--- src/rtl/sram_mem_controller_if.sv ---
// Request/response bus between the MEM pipeline stage and the
// multi-cycle SRAM data-memory controller.
interface sram_mem_controller_if;
   logic        wr_en;
   logic        rd_en;
   logic [31:0] address;
   logic [31:0] write_data;
   logic [31:0] read_data;
   logic        ready;

   // MEM stage side: issues the request, consumes the result.
   modport master (
      output wr_en, rd_en, address, write_data,
      input  read_data, ready
   );

   // Controller side: accepts the request, returns data and ready.
   modport slave (
      input  wr_en, rd_en, address, write_data,
      output read_data, ready
   );
endinterface : sram_mem_controller_if

--- src/rtl/sram_mem_controller.sv ---
// Multi-cycle data-memory controller. Turns one 32-bit load/store from the
// MEM stage into two 16-bit accesses (low half, then high half) on an
// external asynchronous SRAM, holding ready low while the access is in flight.
module sram_mem_controller #(
   parameter int unsigned ADDR_BASE   = 1024,
   parameter int unsigned WAIT_CYCLES = 2,
   parameter int unsigned SRAM_AW     = 18
) (
   input  logic                 clk,
   input  logic                 rst,
   sram_mem_controller_if.slave bus,
   output logic [SRAM_AW-1:0]   sram_addr,
   output logic [15:0]          sram_dq_out,
   input  logic [15:0]          sram_dq_in,
   output logic                 sram_dq_oe,
   output logic                 sram_we_n
);

   typedef enum logic [1:0] {
      IDLE,
      LO,
      HI,
      DONE
   } state_t;

   // Wait counter only needs to reach WAIT_CYCLES-1.
   localparam int unsigned   CNT_W    = (WAIT_CYCLES > 1) ? $clog2(WAIT_CYCLES) : 1;
   localparam logic [CNT_W-1:0] LAST_CNT = CNT_W'(WAIT_CYCLES - 1);

   state_t               state;
   state_t               state_nxt;
   logic [CNT_W-1:0]     wait_cnt;
   logic [SRAM_AW-2:0]   word_q;     // latched 32-bit word index (SRAM pair base >> 1)
   logic [31:0]          data_q;     // latched store data
   logic                 is_wr_q;    // latched op: 1 = store, 0 = load
   logic [31:0]          read_data_q;
   logic                 req;
   logic                 last_cycle;
   logic                 hi_phase;
   logic [31:0]          offset;
   logic                 unused_offset_bits;

   assign req        = bus.wr_en | bus.rd_en;
   assign last_cycle = (wait_cnt == LAST_CNT);
   assign hi_phase   = (state == HI);

   // Rebase the byte address; wraps below ADDR_BASE, then the word index is
   // truncated so that {word, half} fits in SRAM_AW bits.
   assign offset             = bus.address - 32'(ADDR_BASE);
   assign unused_offset_bits = ^{offset[31:SRAM_AW+1], offset[1:0]};

   // Next-state logic for the access sequencer.
   always_comb begin
      // NOTE: assign a default before the case so no path leaves state_nxt unassigned (latch).
      state_nxt = state;
      case (state)
         IDLE:    if (req) state_nxt = LO;
         LO:      if (last_cycle) state_nxt = HI;
         HI:      if (last_cycle) state_nxt = DONE;
         DONE:    state_nxt = IDLE;
         default: state_nxt = IDLE;
      endcase
   end

   // State register, wait counter and request latch.
   always_ff @(posedge clk) begin
      // NOTE: clocked state uses non-blocking assignments so every flop samples pre-edge values.
      if (rst) begin
         state    <= IDLE;
         wait_cnt <= '0;
         word_q   <= '0;
         data_q   <= '0;
         is_wr_q  <= 1'b0;
      end else begin
         state <= state_nxt;
         if (state == IDLE && req) begin
            word_q  <= offset[SRAM_AW:2];
            data_q  <= bus.write_data;
            is_wr_q <= bus.wr_en;       // store wins when both are requested
         end
         if (state == LO || state == HI) begin
            wait_cnt <= last_cycle ? '0 : wait_cnt + 1'b1;
         end
      end
   end

   // Capture each returned half on the last cycle of its read phase.
   always_ff @(posedge clk) begin
      if (rst) begin
         read_data_q <= '0;
      end else if (!is_wr_q && last_cycle) begin
         if (state == LO) read_data_q[15:0]  <= sram_dq_in;
         if (state == HI) read_data_q[31:16] <= sram_dq_in;
      end
   end

   // SRAM bus decode: idle values outside LO/HI, write drive only for stores.
   always_comb begin
      sram_addr   = '0;
      sram_dq_out = '0;
      sram_dq_oe  = 1'b0;
      sram_we_n   = 1'b1;
      if (state == LO || state == HI) begin
         sram_addr = {word_q, hi_phase};
         if (is_wr_q) begin
            sram_dq_oe  = 1'b1;
            sram_we_n   = 1'b0;
            sram_dq_out = hi_phase ? data_q[31:16] : data_q[15:0];
         end
      end
   end

   assign bus.read_data = read_data_q;
   // A fresh request drops ready in the same cycle so the pipeline freezes at once.
   assign bus.ready     = ((state == IDLE) && !req) || (state == DONE);

endmodule : sram_mem_controller
--- src/flat_wrapper.sv ---
// flat-port wrapper written by rule: the top's interface ports become plain ports
module sram_mem_controller_flat 
#(
   parameter int unsigned ADDR_BASE   = 1024,
   parameter int unsigned WAIT_CYCLES = 2,
   parameter int unsigned SRAM_AW     = 18
)
  (clk, rst, sram_addr, sram_dq_out, sram_dq_in, sram_dq_oe, sram_we_n, bus_wr_en, bus_rd_en, bus_address, bus_write_data, bus_read_data, bus_ready);
  sram_mem_controller_if bus_i ();
  input  logic clk;
  input  logic rst;
  output logic [SRAM_AW-1:0] sram_addr;
  output logic [15:0] sram_dq_out;
  input  logic [15:0] sram_dq_in;
  output logic sram_dq_oe;
  output logic sram_we_n;
  input wire logic [$bits(bus_i.wr_en)-1:0] bus_wr_en;
  input wire logic [$bits(bus_i.rd_en)-1:0] bus_rd_en;
  input wire logic [$bits(bus_i.address)-1:0] bus_address;
  input wire logic [$bits(bus_i.write_data)-1:0] bus_write_data;
  output wire logic [$bits(bus_i.read_data)-1:0] bus_read_data;
  output wire logic [$bits(bus_i.ready)-1:0] bus_ready;
  assign bus_i.wr_en = bus_wr_en;
  assign bus_i.rd_en = bus_rd_en;
  assign bus_i.address = bus_address;
  assign bus_i.write_data = bus_write_data;
  assign bus_read_data = bus_i.read_data;
  assign bus_ready = bus_i.ready;
  sram_mem_controller #(.ADDR_BASE(ADDR_BASE), .WAIT_CYCLES(WAIT_CYCLES), .SRAM_AW(SRAM_AW)) u_core (.clk(clk), .rst(rst), .bus(bus_i), .sram_addr(sram_addr), .sram_dq_out(sram_dq_out), .sram_dq_in(sram_dq_in), .sram_dq_oe(sram_dq_oe), .sram_we_n(sram_we_n));
endmodule
--- config.mk ---
export PLATFORM = sky130hd
export DESIGN_NAME = sram_mem_controller_flat
export DESIGN_NICKNAME = d
export VERILOG_FILES = /design/src/rtl/sram_mem_controller_if.sv /design/src/rtl/sram_mem_controller.sv /design/src/flat_wrapper.sv
export SDC_FILE = /design/constraint.sdc
export NUM_CORES = 1
export LEC_CHECK = 0
export ABC_AREA = 1
export CORE_ASPECT_RATIO = 1.1
export CORE_MARGIN = 2
export CORE_UTILIZATION = 35
export CTS_CLUSTER_DIAMETER = 30
export DETAILED_ROUTE_END_ITERATION = 10
export DONT_BUFFER_PORTS = 1
export GPL_TIMING_DRIVEN = 0
export PLACE_DENSITY = 0.59
export SLEW_MARGIN = 10
export SYNTH_ARGS = -nofsm -noshare
export SYNTH_HDL_FRONTEND = slang
export SYNTH_SLANG_ARGS = --single-unit
--- constraint.sdc ---
create_clock -name clk -period 1.6 [get_ports clk]
set_clock_uncertainty 0.1 [all_clocks]
set_input_delay 0.16 -clock clk [delete_from_list [all_inputs] [get_ports clk]]
set_output_delay 0.16 -clock clk [all_outputs]
set_load 0.05 [all_outputs]
==> results.md, run 1 <==
- Run status: complete, but fails checks
- Failing checks: negative setup slack
- Layout area overhead: 61.1%
- Number of global-route vias before repair: 3626
- Fin crit share: 1.34
- Bufs on Longest Clock Path: 2
- Cell total after placement: 658
- Number of port buffers: 0
- Global route overflow: 0
- I/O Pins: 153
- CTS tree: done
- Number of synthesis warnings: 0
- Worst reg2reg startpoint: u_core.state[0]
- P_leak: 2.44 nW
- Final wirelength: 11500 µm
- Slew Limit Fails: 0
- Combinational power share: 0.494
- Total power: 0.0114 W
- ANT cells: 0
- CTS clk-pin slew, worst paths: 0.06 ns
- Pre-CTS WS: -0.256 ns
- GPL Wtd Cong: 0.807
- Die W: 102 µm
- Synth area leaders: dfxtp_1, nor2_1, o21ai_0, inv_1, a21oi_1
- List of most frequent post-synthesis cells: nor2_1, dfxtp_1, o21ai_0
- Count leader, synth: nor2_1
- First drt pass iteration count: 4
- Hold slack: 0.0289 ns
- Antenna violations before repair: 0
- Ys async rst share: 0
- Sw Pwr: 0.00506 W
- Synth Register Bits: 85
- Setup slack, reg-to-reg: -0.24 ns
- Mapped Area: 3710 µm²
- Finished Cell Area: 5980 µm²
- Root Driver: clkbuf_16
- Filler-free cell count of the finished design: 765
- Top cell type's share of synthesized area: 0.459
- CP Capture Type: primary output
- Pin count of the biggest net entering global routing: 17
- Pwr Density: 1910 nW/µm²
- Max cap viols: 0
- WL/cell: 15.1 µm
- Fin crit period: 2.15 ns
- Nets: 706
- Area leader, netlist: dfxtp_1
- WS Path Type: reg2out
- Switching portion of total power: 0.443
- Normalized max-slew margin: 0.600
- Post-DRT Antenna Nets: 0
- Fmax: 466 MHz
- Initial core utilization: 0.359
- WP data required: 1.34 ns
- Final Hold Viols: 0
- Syn_nets: 604
- Reg2reg path depth: 9
- Pint: 0.00635 W
- Max rail drop VDD: 1.17 mV
- Cell variety after synth: 22
- R2r endpoint: u_core.bus.read_data[19]
- Number of vias per cell: 4.82
- Die area: 11400 µm²
- Seq/Total Area, Yosys: 0.459
- Number of buffers created by CTS: 9
- Clk_lat worst skew: 0.33 ns
- CP arrival: 1.89 ns
- Via count: 3690
- Cell count after synthesis: 515
- First-pass GRT wire length: 17700 µm
- Cell Rows: 39
- Layout cells sized above 1: 0.281
- Crit Path Max Fanout: 6
- Detailed Place HPWL: 7310 µm
- Crit path from: u_core.state[0]
- Top_reg_cell synth: dfxtp_1
- Die Ht: 112 µm
- Share of total power in sequential cells: 0.306
- Core area: 10300 µm²
- Clock power share: 0.200
- Placed cell areas: 4210 µm²
- DRC: 0
- RSZ-0062 raised after global routing: yes
- Num Clock Sinks: 85
- Setup-failing EPs final: 51
- Htree depth: 3
- Crit path capture: sram_dq_out[1]
- Avg Inst Size Synth: 7.21 µm²
- Hold crit path type: in2reg
- GRT Util Overall: 0.198
- Initial DRC count: 110
- CP startpoint kind: flop
- Fillers: 923
- EDFF count, synth: 0
- Worst Tran Pin Value: 0.598 ns
- Final worst slack: -0.545 ns
cell type report:
class	count	area [µm²]	area share
Inverter	73	359	0.0601
Multi-Input combinational cell	327	2050	0.343
Clock inverter	7	104	0.0174
Tap cell	143	179	0.0299
Clock buffer	9	225	0.0377
Timing Repair Buffer	92	1040	0.174
Sequential cell	85	1710	0.285
Buffer	29	313	0.0523
metrics by stage:
stage | utilization | setup TNS, ns
floorplan | - | -1.09
global placement | 0.407 | -4.52
detailed placement | 0.407 | -4.86
CTS | 0.537 | -15.42
global route | 0.578 | -19.98
finish | 0.578 | -15.97
worst min path at each step:
stage                                from                end  slack, ns  depth (start not counted)
after detailed placement              rst  u_core.last_cycle       0.14                          1
after global routing      bus_address[17]  u_core.word_q[15]       0.05                          5
final                     bus_address[13]  u_core.word_q[16]       0.03                          5
after global placement                rst  u_core.last_cycle       0.13                          1
after CTS                 bus_address[17]  u_core.word_q[15]      0.004                          5
after floorplan                       rst  u_core.last_cycle       0.13                          1
worst max-delay path, cell delays in order, from the launching register on:
cell and delay, ns:
dfxtp_2 0.33, inv_4 0.08, ha_4 0.25, buf_12 0.18, buf_12 0.13, nor2_2 0.05
nor3_4 0.53
placed cells by master (no fill, tap or decap), types with 15 or more instances in the layout:
cell             n
a21oi_1         36
inv_1           46
dfxtp_1         83
nor2_1         115
o21ai_1         15
clkinvlp_4      20
nand2_4         19
nor3_4          15
dlygate4sd3_1   66
nand2_1         15
o21ai_0         55
state kept, by name, indices dropped and copies added (netlist names):
name,count
u_core.bus.read_data,32
u_core.data_q,32
u_core.word_q,17
u_core.state,2
u_core.is_wr_q,1
u_core.last_cycle,1
kinds of logic after synthesis:
family | synth area share
xor+xnor | 0.00708
compound gates | 0.174
simple gates | 0.209
flops | 0.459
buf+inv | 0.134
fa+ha+maj | 0.0169
power by group through the flow:
| stage | registers (W) | logic, W | clock network, W |
|---|---|---|---|
| 2_1_floorplan | 0.00332 | 0.00326 | 0 |
| 3_3_place_gp | 0.00340 | 0.00377 | 0 |
| 3_5_place_dp | 0.00341 | 0.00384 | 0 |
| 4_1_cts | 0.00343 | 0.00485 | 0.00235 |
| 5_1_grt | 0.00357 | 0.00606 | 0.00244 |
| 6_report | 0.00350 | 0.00563 | 0.00228 |
what timing repair did:
item | in CTS | in global routing
setup buffers | 10 | 11
gates cloned | 2 | 4
endpoints found under the hold margin | 82 | 0
pin swaps | 12 | 15
setup endpoints to repair | 37 | 95
resized for setup | 68 | 76
hold buffers | 66 | 0
layer usage:
metal	up-vias	routed length [µm]	global-route usage
met3	8	778	0.0534
met4	0	110	0.0551
met1	1725	4630	0.234
met5	-	0	0
li1	1840	-	-
met2	117	6010	0.350
No activity file was read; power rests on OpenSTA's default activity.
==> run 2: changes to the inputs <==
CORE_UTILIZATION = 50   (was 35)
GPL_ROUTABILITY_DRIVEN = 1   (was not set)
PLACE_DENSITY = 0.75   (was 0.59)
==> run 2 against run 1 <==
The run still ends with negative setup slack left. Critical path depth stayed put. Worst hold slack worse by 0.0075 ns. Sequential power hardly changed. Largest power group unchanged. Via count is 3.3% higher. Routed wire length is 1.2% higher. Setup slack worse by 0.013 ns. Sequential cell count stayed put. Clock-buffer cell count stayed put. Die area is 29% lower.
==> results.md, run 2 (synthesis gave the netlist of run 1 again) <==
- Run status: complete, but fails checks
- Failing checks: negative setup slack
- Root Driver: clkbuf_8
- Hold crit path type: in2reg
- WS Path Type: reg2out
- Num Clock Sinks: 85 (unchanged)
- Cell total after placement: 600 (-8.8%)
- Fin crit share: 1.35 (+0.00801)
- Hold slack: 0.0213 ns (-0.00755 ns)
- Pin count of the biggest net entering global routing: 17 (unchanged)
- Number of port buffers: 0 (unchanged)
- ANT cells: 0 (unchanged)
- Crit. path cell count: 6 (unchanged)
- Crit Path Max Fanout: 6 (unchanged)
- Final worst slack: -0.558 ns (-0.0128 ns)
- Clk_lat worst skew: 0.36 ns (+0.03 ns)
- Largest stage delay, worst path: 0.49 ns (-0.04 ns)
- Core area: 7090 µm² (-31%)
- Detailed Place HPWL: 6800 µm (-7.0%)
- Finished Cell Area: 5630 µm² (-5.9%)
- Pwr Density: 1830 nW/µm² (-4.3%)
- Htree depth: 3 (unchanged)
- Filler-free cell count of the finished design: 700 (-8.5%)
- P_leak: 2.30 nW (-5.7%)
- WP data required: 1.34 ns (about the same)
- GRT Util Overall: 0.270 (+0.0721)
- Global route overflow: 0 (unchanged)
- Crit path from: u_core.state[0]
- Crit path cell chain: inv_4 -> ha_4 -> buf_12 -> clkbuf_16 -> nor2_4 -> nor3_4
- Placed cell areas: 4140 µm² (-1.7%)
- Initial core utilization: 0.524 (+0.165)
- DRC: 0 (unchanged)
- First-pass GRT wire length: 17000 µm (-3.6%)
- Fin crit period: 2.16 ns (+0.0128 ns)
- Post-route setup TNS: -16.46 ns (-0.492 ns)
- Critical path's top delay family: simple AND/OR/NAND/NOR gates
- Slowest-stage cell, CP: nor3_4
- Bufs on Longest Clock Path: 2 (unchanged)
- Worst reg2reg startpoint: u_core.state[0]
- Reg2reg path depth: 9 (unchanged)
- I/O Pins: 153 (unchanged)
- GPL Wtd Cong: 0.885 (+9.7%)
- Layout cells sized above 1: 0.260 (-0.0212)
- CTS clk-pin slew, worst paths: 0.09 ns (+0.03 ns)
- Fillers: 439 (-52%)
- Setup slack, reg-to-reg: -0.20 ns (+0.04 ns)
- Number of vias per cell: 5.45 (+13%)
- Most frequent cells in the layout: nor2_1, dfxtp_1, dlygate4sd3_1
- CTS tree: done
- Worst Tran Pin Value: 0.598 ns (+0.000486 ns)
- Core Util, Final: 0.794 (+0.216)
- Number of buffers created by CTS: 9 (unchanged)
- Most common cell after layout, fill and taps aside: nor2_1
- WL/cell: 16.7 µm (+11%)
- Initial DRC count: 228 (+110%)
- Final wirelength: 11700 µm (+1.2%)
- Die W: 86.1 µm (-16%)
- Die area: 8130 µm² (-29%)
- Normalized max-slew margin: 0.600 (about the same)
- R2r endpoint: u_core.bus.read_data[26]
- CP arrival: 1.90 ns (about the same)
- Fmax: 463 MHz (-0.59%)
- Die Ht: 94.4 µm (-16%)
- Setup-failing EPs final: 53 (+3.9%)
- Cell Rows: 32 (-18%)
- Number of global-route vias before repair: 3710 (+2.3%)
- Max rail drop VDD: 1.11 mV (-4.8%)
- CP bufs+invs: 3 (unchanged)
- First drt pass iteration count: 5 (+1)
- Antenna violations before repair: 0 (unchanged)
- Layout area overhead: 51.6%
- Final Hold Viols: 0 (unchanged)
- Post-DRT Antenna Nets: 0 (unchanged)
- Nets: 699 (-0.99%)
- RSZ-0062 raised after global routing: yes
- Crit path capture: sram_dq_out[5]
- CP startpoint kind: flop
- Via count: 3812 (+3.3%)
- CP Capture Type: primary output
- Max cap viols: 0 (unchanged)
- Slew Limit Fails: 0 (unchanged)
## run 2: cell types whose count changed in the layout (fill, tap and decap cells not counted), sizes merged
cell / previous run / this run
clkinvlp: 20 / 22
buf: 43 / 36
bufinv: 2 / 0
dlygate4sd3: 66 / 67
clkinv: 1 / 2
inv: 57 / 56
clkbuf: 21 / 20
## run 2: worst min-delay path by stage
stage / from / endpoint / slack (ns) / cells after the start
after detailed placement: rst / u_core.last_cycle / 0.14 / 1
after floorplan: rst / u_core.last_cycle / 0.13 / 1
after CTS: bus_address[14] / u_core.word_q[13] / 0.0002 / 5
after global routing: bus_address[14] / u_core.word_q[13] / 0.04 / 5
final: bus_address[14] / u_core.word_q[13] / 0.02 / 5
after global placement: rst / u_core.last_cycle / 0.13 / 1
## run 2: cell type report
class,instances,area (µm²),share of cell area
clock inverter,7,58.8,0.0105
multi-input combinational,327,2020,0.359
buffer,29,298,0.0529
tap,85,106,0.0189
inverter,73,359,0.0638
sequential,85,1710,0.303
clock buffer,9,124,0.0220
timing repair buffer,85,956,0.170
## run 2: repair_timing
item	in CTS	in global routing
cloned	2	4
resized for setup	69	56
setup endpoints to repair	37	62
hold buffers	67	0
pin swaps	14	10
buffers inserted	9	4
hold endpoints to repair	83	0
## run 2: routing by layer
layer	routed length, µm	up-vias	part of all wire	GRT usage
li1	-	1807	-	-
met3	850	35	0.073	0.0830
met5	0	-	0	0
met4	336	0	0.029	0.112
met2	6240	174	0.53	0.501
met1	4250	1796	0.36	0.280
## run 2: report_power, final
part	internal, W	total, W	switching, W	leakage, nW
sequential	0.00267	0.00350	0.000830	0.700
clock	0.000582	0.00143	0.000852	0.0800
combinational	0.00202	0.00534	0.00332	1.52
## run 2: per-stage QoR
step / setup slack, ns / total power [W]
after floorplan: -0.121 / 0.00658
after global placement: -0.244 / 0.00712
after detailed placement: -0.250 / 0.00721
after CTS: -0.562 / 0.00971
after global routing: -0.608 / 0.0108
final: -0.558 / 0.0103
## run 2: worst register-to-register path: cells and delay by family (launching register included)
| kind | cells | cell delay [ns] |
|---|---|---|
| AO/OA/AOI/OAI | 2 | 0.16 |
| flip-flops | 1 | 0.35 |
| adder cells (fa/ha/maj) | 1 | 0.25 |
| AND/OR/NAND/NOR | 1 | 0.14 |
| buffers and inverters | 5 | 0.69 |
